[src/rtl/m_mem_arbiter_pkg.sv]
// Shared constants for the instruction/data memory arbiter: port identifiers
// and parameter defaults. Optional starvation guard is enabled by ARB_STARVE_GUARD_EN.
package m_mem_arbiter_pkg;

    typedef enum logic {
        ARB_PORT_I = 1'b0,
        ARB_PORT_D = 1'b1
    } arb_port_e;

    localparam int ARB_AW_DEF         = 11;
    localparam int ARB_DW_DEF         = 32;
    localparam int ARB_STARVE_MAX_DEF = 3;
    localparam int ARB_STALL_W        = 16;

    // Width needed to hold values 0..max_val, never less than one bit.
    function automatic int arb_cnt_width(input int max_val);
        return (max_val < 2) ? 1 : $clog2(max_val + 1);
    endfunction

endpackage

[src/rtl/m_arb_sat_cnt.sv]
// Saturating up-counter with synchronous clear; clear takes precedence over increment.
module m_arb_sat_cnt #(
    parameter int W   = 16,
    parameter int MAX = 65535
) (
    input  logic         clk_i,
    input  logic         rst_ni,
    input  logic         clr_i,
    input  logic         inc_i,
    output logic [W-1:0] cnt_o
);

    localparam logic [W-1:0] CNT_MAX = W'(MAX);

    logic [W-1:0] cnt_q;
    logic [W-1:0] cnt_d;

    always_comb begin
        cnt_d = cnt_q;
        if (clr_i) begin
            cnt_d = '0;
        end else if (inc_i && (cnt_q != CNT_MAX)) begin
            cnt_d = cnt_q + 1'b1;
        end
    end

    always_ff @(posedge clk_i) begin
        if (!rst_ni) begin
            cnt_q <= '0;
        end else begin
            cnt_q <= cnt_d;
        end
    end

    assign cnt_o = cnt_q;

endmodule

[src/rtl/m_mem_arbiter.sv]
// Two-port (fetch/data) arbiter in front of a single-ported synchronous memory.
// Data has priority; defining ARB_STARVE_GUARD_EN lets a starved fetch win after STARVE_MAX denials.
module m_mem_arbiter
    import m_mem_arbiter_pkg::*;
#(
    parameter int AW         = ARB_AW_DEF,
    parameter int DW         = ARB_DW_DEF,
    parameter int STARVE_MAX = ARB_STARVE_MAX_DEF
) (
    input  logic                   w_clk,
    input  logic                   w_rst_n,
    input  logic                   w_i_req,
    input  logic [AW-1:0]          w_i_addr,
    output logic                   w_i_gnt,
    output logic                   r_i_rvalid,
    output logic [DW-1:0]          w_i_rdata,
    input  logic                   w_d_req,
    input  logic                   w_d_we,
    input  logic [AW-1:0]          w_d_addr,
    input  logic [DW-1:0]          w_d_wdata,
    output logic                   w_d_gnt,
    output logic                   r_d_rvalid,
    output logic [DW-1:0]          w_d_rdata,
    output logic [AW-1:0]          w_m_addr,
    output logic                   w_m_we,
    output logic [DW-1:0]          w_m_din,
    input  logic [DW-1:0]          w_m_dout,
    output logic [ARB_STALL_W-1:0] r_stall_cnt
);

    logic      fetch_force;
    logic      fetch_denied;
    arb_port_e sel_port;
    logic      i_rvalid_q, i_rvalid_d;
    logic      d_rvalid_q, d_rvalid_d;

    assign fetch_denied = w_i_req && !w_i_gnt;

`ifdef ARB_STARVE_GUARD_EN
    localparam int SW = arb_cnt_width(STARVE_MAX);

    logic [SW-1:0] starve_cnt;

    m_arb_sat_cnt #(
        .W   (SW),
        .MAX (STARVE_MAX)
    ) u_starve_cnt (
        .clk_i  (w_clk),
        .rst_ni (w_rst_n),
        .clr_i  (!fetch_denied),
        .inc_i  (fetch_denied),
        .cnt_o  (starve_cnt)
    );

    assign fetch_force = w_i_req && (starve_cnt == SW'(STARVE_MAX));
`else
    assign fetch_force = 1'b0;
`endif

    // Grants are decided in the request cycle; reset masks both.
    always_comb begin
        w_i_gnt = 1'b0;
        w_d_gnt = 1'b0;
        if (w_rst_n) begin
            if (w_i_req && (fetch_force || !w_d_req)) begin
                w_i_gnt = 1'b1;
            end else if (w_d_req) begin
                w_d_gnt = 1'b1;
            end
        end
    end

    // With no grant the memory still sees the fetch address, keeping the mux idle-stable.
    assign sel_port = w_d_gnt ? ARB_PORT_D : ARB_PORT_I;
    assign w_m_addr = (sel_port == ARB_PORT_D) ? w_d_addr : w_i_addr;
    assign w_m_we   = w_d_gnt && w_d_we;
    assign w_m_din  = w_d_wdata;

    assign i_rvalid_d = w_i_gnt;
    assign d_rvalid_d = w_d_gnt && !w_d_we;

    always_ff @(posedge w_clk) begin
        if (!w_rst_n) begin
            i_rvalid_q <= 1'b0;
            d_rvalid_q <= 1'b0;
        end else begin
            i_rvalid_q <= i_rvalid_d;
            d_rvalid_q <= d_rvalid_d;
        end
    end

    assign r_i_rvalid = i_rvalid_q;
    assign r_d_rvalid = d_rvalid_q;
    assign w_i_rdata  = w_m_dout;
    assign w_d_rdata  = w_m_dout;

    m_arb_sat_cnt #(
        .W   (ARB_STALL_W),
        .MAX ((1 << ARB_STALL_W) - 1)
    ) u_stall_cnt (
        .clk_i  (w_clk),
        .rst_ni (w_rst_n),
        .clr_i  (1'b0),
        .inc_i  (fetch_denied),
        .cnt_o  (r_stall_cnt)
    );

endmodule

[config.mk]
export PLATFORM = sky130hd
export DESIGN_NAME = m_mem_arbiter
export DESIGN_NICKNAME = d
export VERILOG_FILES = /design/src/rtl/m_mem_arbiter_pkg.sv /design/src/rtl/m_arb_sat_cnt.sv /design/src/rtl/m_mem_arbiter.sv
export SDC_FILE = /design/constraint.sdc
export NUM_CORES = 1
export LEC_CHECK = 0
export ABC_AREA = 1
export CAP_MARGIN = 25
export CORE_MARGIN = 2
export CORE_UTILIZATION = 25
export DETAILED_ROUTE_END_ITERATION = 10
export PLACE_DENSITY = 0.86
export SLEW_MARGIN = 10
export SYNTH_ARGS = -nofsm -noshare
export SYNTH_HDL_FRONTEND = slang
export SYNTH_SLANG_ARGS = --single-unit
[constraint.sdc]
create_clock -name w_clk -period 1.5 [get_ports w_clk]
set_input_delay 0.45 -clock w_clk [delete_from_list [all_inputs] [get_ports w_clk]]
set_output_delay 0.45 -clock w_clk [all_outputs]
set_load 0.005 [all_outputs]
After elaboration in Yosys (flattened, before gate mapping). Cells that the tools add are included.

Bits in registers: 18. Word-level logic and storage cells: 20.

$add $sub $neg: 1. Mux-type cells: 7. Reduce and logical (&&, ||, !) cells: 8. Equal/unequal tests: 1.

Operators by type and width (count): 16-bit by 1-bit adder with 16-bit output (second input constant) (1); 16-bit inequality test (second input constant) (1); 11-bit two-way mux (1); 1-bit two-way mux (6); 1-bit logical AND (5); 1-bit logical NOT (3).

Longest topological paths before layout. Gate-level depths: netlist of the first run.

Depth after elaboration: 7. Depth in mapped cells: 9. Mapped depth without buffers: 9.

Modules after synthesis. A second synthesis of the first run with hierarchy kept.

Cells, all modules: 299. Area total of the unflattened synthesis: 1889.3 um^2.

By module, submodules not included: m_mem_arbiter (times used 1, cells an instance 146, area an instance 978.4 um^2); m_arb_sat_cnt (times used 1, cells an instance 153, area an instance 910.9 um^2).

Worst setup path after synthesis of the first run. OpenSTA, ideal clock, no wires.

Path type: input to output. Start point: in w_rst_n. End point: out w_m_addr[2]. Slack: -0.105 ns. Arrival time: 1.155 ns. Cell stages on the path: 5. Data required time: 1.050 ns. Path through: buf_2 nand2_1 clkbuf_1 nand2_1 nand2_1.

Cells in the longest elaborated chain, start to end: 3.

Ends and longest elaborated chain: start, declared (line m_mem_arbiter.sv:11) `input logic w_rst_n,`; 1-bit two-way mux (line m_mem_arbiter.sv:64) `if (w_rst_n) begin`; 1-bit two-way mux (line m_mem_arbiter.sv:74) `assign sel_port = w_d_gnt ? ARB_PORT_D : ARB_PORT_I;`; 11-bit two-way mux (line m_mem_arbiter.sv:75) `assign w_m_addr = (sel_port == ARB_PORT_D) ? w_d_addr : w_i_addr;`; end, declared (line m_mem_arbiter.sv:24) `output logic [AW-1:0] w_m_addr,`.

Every way passes these cells.

Worst setup path after layout of the first run.
Start point: in w_rst_n. End point: out w_m_addr[6].

The elaborated chain is that of the path after synthesis.

==> qor.yml, run 1 <==
status: "finished with violations"
failed_checks: "negative setup slack"
rows: 31
final_antenna_net_count: 0
portBuffers: 58
design.die.area_mm2: 0.00818
end_kind: "output port"
rsz0062_at_grt: "true"
syn_inst: 290
clock-root-buffer: "clkbuf_8"
cts_max_level: 1
max_freq_mhz: 664
die_y_um: 90.4
drt-initial-drc-count: 80
powerDensity_mw_per_mm2: 527
reg2reg_depth: 9
yosys.area.top_type: "buf_4"
required_ns: 1.05
grt_max_degree: 18
rrSetupSlack_ns: 0.04
hp-class: "flip-flop to flip-flop"
ir_worst_vdd_mv: 0.365
cts_hold_buf: 0
multi_input_comb_area_um2: 821
ys_ff_latch: 18
core_area_mm2: 0.00725
dp_worst_setup_slack_ns: -0.895
clkSinkCount: 18
finalCriticalPeriod_ns: 1.51
tightestPinTransition_ns: 0.325
nNetsFinal: 365
min_to: "u_stall_cnt.cnt_o[1]"
drc: 0
layout-drive-gt1-share_pct: 36.8
worstPathArrival_ns: 1.06
combPwrFrac_pct: 22.0
busiest_layer: "met2"
path_cells: "buf_8 -> nand2_8 -> inv_6 -> buf_12 -> nand2_2 -> nand2_1 -> buf_2"
cts_buffers: 3
wl_per_cell_um: 13.9
seq_area_frac_synth_pct: 19.3
fin_tns_setup_ns: -0.00636
yosysTopAreaCellShare_pct: 38.6
vias: 1628
synth_cell_type_count: 19
rr_endpoint: "u_stall_cnt.cnt_o[2]"
synth_fp_nets: 382
finalClockSkew_ns: 0.00989
die-width_um: 90.4
clock_latency_ns: 0.26
syn_avg_cell_area_um2: 6.44
power.internal_uw: 849
start_util_pct: 25.8
pwr-share-seq_pct: 42.8
p_sw_uw: 292
max_stage_delay_ns: 0.13
p_leak_uw: 0.00104
sw_frac_of_total_pct: 25.6
avgViaCountPerCell: 4.39
yosys-top-cells-area: "buf_4 39%, dfxtp_1 19%, nand2_1 15%"
postSynth.asyncResetShare_pct: 0
antenna_found_initial: 0
fillers: 793
crit_type: "input pin to output port"
grt_pass1_vias: 1622
crit_slowest_cell: "buf_12"
maxCapViolations: 0
timing.rr.start: "u_stall_cnt.cnt_o[0]"
pin_count: 219
yosys_warnings: 0
layout_commonest_cell: "nand2_1"
setup_viol: 1
hold_start: "u_stall_cnt.cnt_o[1]"
grt_pass1_wl_um: 7710
cts_tree: "yes"
synth_edf_count: 0
use_met1_pct: 9.88
finalCritPeriodShare_pct: 100
seq_area_um2: 382
use_met2_pct: 22.6
cp-start-kind: "input pin"
slew_headroom_pct: 78.3
clock_path_buffers: 2
ys.flop_type: "dfxtp_1"
grtUsageMet3_pct: 4.51
antenna-diode-count: 0
grt-ovfl-total: 0
drt_wl_total_um: 5150
drv_slew: 0
gp_congestion: 0.911
clk_pin_slew_ns: 0.06
pwr-share-clk_pct: 35.2
track_usage_pct: 11.7
fin_ws_ns: -0.00636
dr.pass1.iters: 4
final_hold_viol_count: 0
crit_fanout: 8
final_cell_mix: "59 x nand2_1, 40 x dlygate4sd2_1, 30 x nor2_1"
place_hpwl_um: 3840
whs_path_depth: 2
synthesis.area_mm2: 0.00187
syn_to_final_growth_pct: 15.8
==> worst max-delay path by stage <==
stage | from | to | slack (ns) | cells past startpoint
4_1_cts | w_d_addr[6] | w_m_addr[6] | -0.09 | 4
6_report | w_rst_n | w_m_addr[6] | -0.006 | 7
3_3_place_gp | w_rst_n | w_m_addr[10] | -0.87 | 7
3_5_place_dp | w_rst_n | w_m_addr[6] | -0.89 | 7
2_1_floorplan | w_rst_n | w_m_addr[1] | 0.04 | 6
5_1_grt | w_i_req | u_stall_cnt.cnt_o[15] | -0.05 | 9
==> cells in the mapped netlist, types with 2 or more instances <==
cell type	instances
buf_4	96
nand2_1	76
nor2_1	38
dfxtp_1	18
inv_1	14
nand3_1	14
a21oi_1	13
nor3_1	4
buf_6	3
nor2_2	3
buf_2	2
nor2_4	2
==> metrics by stage <==
| step | utilization (%) | std cells | power (uW) | hold WS [ns] | cell area, um2 |
|---|---|---|---|---|---|
| after floorplan | - | 290 | 788 | 0.509 | 1880 |
| after global placement | 27.0 | 362 | 752 | 0.506 | 1960 |
| after detailed placement | 27.0 | 362 | 758 | 0.512 | 1960 |
| after CTS | 27.4 | 369 | 1130 | 0.501 | 1990 |
| after global routing | 29.8 | 371 | 1210 | 0.522 | 2160 |
| final | 29.8 | 371 | 1140 | 0.522 | 2160 |
==> cell families (layout without fill, tap and decap cells) <==
logic type,Yosys count,count (layout),share of synthesized area [%]
AOI/OAI and AO/OA,14,14,3.95
adders and majority gates,1,1,0.670
buffers and inverters,117,99,44.1
DFF,18,18,19.3
and+or+nand+nor,140,140,31.9
==> metal layers <==
metal / up-vias / share of wire [%]
li1: 760 / -
met2: 108 / 52
met3: 47 / 11
met1: 713 / 31
met5: - / 0
met4: 0 / 6.2
==> what timing repair did <==
action | 4_1_cts | 5_1_grt
pin swaps | 26 | 14
gates cloned | 1 | 2
endpoints found under the setup margin | 48 | 27
gates resized for setup | 137 | 37
setup buffers | 2 | 0
==> final cells by class <==
| cell class | instances | share of cell area [%] |
|---|---|---|
| Multi-Input combinational cell | 155 | 37.9 |
| Sequential cell | 18 | 17.6 |
| Timing Repair Buffer | 80 | 33.3 |
| Tap cell | 99 | 5.73 |
| Inverter | 15 | 2.83 |
| Clock buffer | 4 | 2.54 |
==> worst max-delay path, delay by kind of cell <==
family | cells | cell delay (ns)
buffers and inverters | 4 | 0.41
and+or+nand+nor | 3 | 0.19
==> flip-flops by register name, indices dropped and copies added, names as in the netlist <==
name / count
u_stall_cnt.cnt_o: 16
r_i_rvalid: 1
r_d_rvalid: 1
==> power groups by stage <==
| stage | clock network [uW] | logic [uW] | registers, uW |
|---|---|---|---|
| floorplan | 0 | 286 | 502 |
| global placement | 0 | 250 | 502 |
| detailed placement | 0 | 257 | 502 |
| CTS | 412 | 229 | 487 |
| global route | 439 | 277 | 489 |
| finish | 402 | 251 | 488 |
No activity file was read; power rests on OpenSTA's default activity.
==> run 2, diff against run 1 <==
--- a/config.mk
+++ b/config.mk
@@ -11,6 +11,7 @@
 export CORE_UTILIZATION = 25
 export DETAILED_ROUTE_END_ITERATION = 10
 export PLACE_DENSITY = 0.86
+export REMOVE_ABC_BUFFERS = 1
 export SLEW_MARGIN = 10
 export SYNTH_ARGS = -nofsm -noshare
 export SYNTH_HDL_FRONTEND = slang
==> qor.yml, run 2 (synthesis gave the netlist of run 1 again) <==
hp-class: "input pin to flip-flop"
grt_max_degree: 20  # +2
powerDensity_mw_per_mm2: 551  # +4.5%
tightestPinTransition_ns: 0.333  # +0.00818 ns
fin_tns_setup_ns: 0  # +0.00636 ns
rsz0062_at_grt: "false"
clock_path_buffers: 2  # unchanged
final_hold_viol_count: 0  # unchanged
drt-initial-drc-count: 94  # +18%
ir_worst_vdd_mv: 0.230  # -37%
path_cells: "buf_8 -> nand2_4 -> buf_6 -> buf_6 -> nor2_1 -> buf_2"
place_hpwl_um: 10000  # +160%
crit_type: "input pin to output port"
cts_hold_buf: 0  # unchanged
max_freq_mhz: 683  # +2.9%
die-width_um: 90.4  # unchanged
cts_tree: "yes"
crit_fanout: 6  # -2
design.die.area_mm2: 0.00818  # unchanged
grt_pass1_wl_um: 14800  # +92%
crit_slowest_cell: "buf_6"
fillers: 816  # +2.9%
drc: 0  # unchanged
finalCritPeriodShare_pct: 97.6  # -2.8 points
path_common_cell: "buf_6"
finalCriticalPeriod_ns: 1.46  # -0.0421 ns
multi_input_comb_area_um2: 729  # -11%
required_ns: 1.05  # about the same
final_cell_mix: "71 x nand2_1, 40 x dlygate4sd2_1, 37 x nor2_1"
cts_max_level: 1  # unchanged
hold_slack_ns: 0.479  # -0.0423 ns
max_stage_delay_ns: 0.13  # about the same
final_antenna_net_count: 0  # unchanged
worstSetupStartpoint: "w_d_req"
nNetsFinal: 363  # -0.55%
track_usage_pct: 26.9  # +15 points
maxCapViolations: 0  # unchanged
drt_wl_total_um: 11200  # +120%
seq_area_um2: 397  # +3.9%
grt_pass1_vias: 1700  # +4.8%
end_kind: "output port"
setup_viol: 0  # -1
largest_register_ff_count: 16  # unchanged
die_y_um: 90.4  # unchanged
timing.rr.start: "u_stall_cnt.cnt_o[0]"
p_leak_uw: 0.000999  # -3.7%
slew_headroom_pct: 77.8  # -0.55 points
dr.pass1.iters: 4  # unchanged
layout-drive-gt1-share_pct: 26.7  # -10 points
rows: 31  # unchanged
clock_latency_ns: 0.26  # about the same
avgViaCountPerCell: 4.79  # +9.1%
cts_buffers: 3  # unchanged
clk_pin_slew_ns: 0.07  # about the same
wl_per_cell_um: 30.5  # +120%
finalClockSkew_ns: 0.00575  # -0.00414 ns
grt-ovfl-total: 0  # unchanged
pin_count: 219  # unchanged
cp-start-kind: "input pin"
worstPathArrival_ns: 1.01  # -0.05 ns
layout_commonest_cell: "nand2_1"
gp_congestion: 0.974  # +6.9%
clkSinkCount: 18  # unchanged
antenna-diode-count: 0  # unchanged
portBuffers: 58  # unchanged
hold_start: "w_d_req"
drv_slew: 0  # unchanged
syn_to_final_growth_pct: 7.84
vias: 1766  # +8.5%
start_util_pct: 25.8  # unchanged
status: "complete, no violations"
antenna_found_initial: 0  # unchanged
core_area_mm2: 0.00725  # unchanged
clock-root-buffer: "clkbuf_8"
## run 2: cell count changes in the layout (fill, tap and decap cells not counted), moves of 3 or more
cell | before | now
nand2_2 | 15 | 4
dfxtp_4 | 2 | 7
nand2_1 | 59 | 71
a21oi_1 | 8 | 12
nor2_1 | 30 | 37
nor2_2 | 9 | 2
dfxtp_2 | 11 | 8
buf_4 | 13 | 16
a21oi_2 | 5 | 0
## run 2: timing repair
action | in CTS | in global routing
pin swaps | 23 | 3
buffers inserted | 10 | 0
resized for setup | 142 | 7
endpoints found under the setup margin | 48 | 18
gates cloned | 1 | 0
## run 2: metal layers
layer  vias up  track usage [%]  wire (um)
li1        755                -          -
met3        40             30.8       2790
met5         -             14.1        135
met1       753             18.4       2740
met4         4             16.5        824
met2       214             41.0       4760
## run 2: per-stage QoR
step / power (uW) / util, % / cell area [um2] / setup slack, ns / cells
detailed placement: 749 / 26.5 / 1920 / -0.790 / 357
global route: 1170 / 27.8 / 2010 / 0.00263 / 369
CTS: 1140 / 28.0 / 2030 / -0.0774 / 372
global placement: 744 / 26.5 / 1920 / -0.764 / 357
floorplan: 568 / - / 1100 / -0.0181 / 188
finish: 1110 / 27.8 / 2010 / 0.0358 / 369
## run 2: cell type report
type / count / area share, %
repair buffers: 78 / 32.3
well taps: 99 / 6.15
multi-input cells: 155 / 36.2
inverters: 15 / 2.92
clock buffers: 4 / 2.73
flip-flops and latches: 18 / 19.7
## run 2: worst paths after layout
check | endpoint | slack [ns] | cells after the start
worst min-delay path | r_i_rvalid | 0.48 | 3
worst max-delay path | w_m_we | 0.04 | 6
worst max register to register | u_stall_cnt.cnt_o[1] | 0.10 | 9
worst min register to register | u_stall_cnt.cnt_o[1] | 0.53 | 2
## run 2: critical path, delay by kind of cell
kind | cells | cell delay, ns
simple gates | 2 | 0.13
buf+inv | 4 | 0.44
## run 2: where the power goes
group	internal, uW	switching, uW	total, uW
logic	113	95.0	208
registers	473	5.83	479
clock network	234	189	423
==> run 3, diff against run 2 <==
--- a/config.mk
+++ b/config.mk
@@ -11,7 +11,6 @@
 export CORE_UTILIZATION = 25
 export DETAILED_ROUTE_END_ITERATION = 10
 export PLACE_DENSITY = 0.86
-export REMOVE_ABC_BUFFERS = 1
 export SLEW_MARGIN = 10
 export SYNTH_ARGS = -nofsm -noshare
 export SYNTH_HDL_FRONTEND = slang
==> results of run 3 <==
No change in the layout: final DEF, timing and power equal those of run 1.
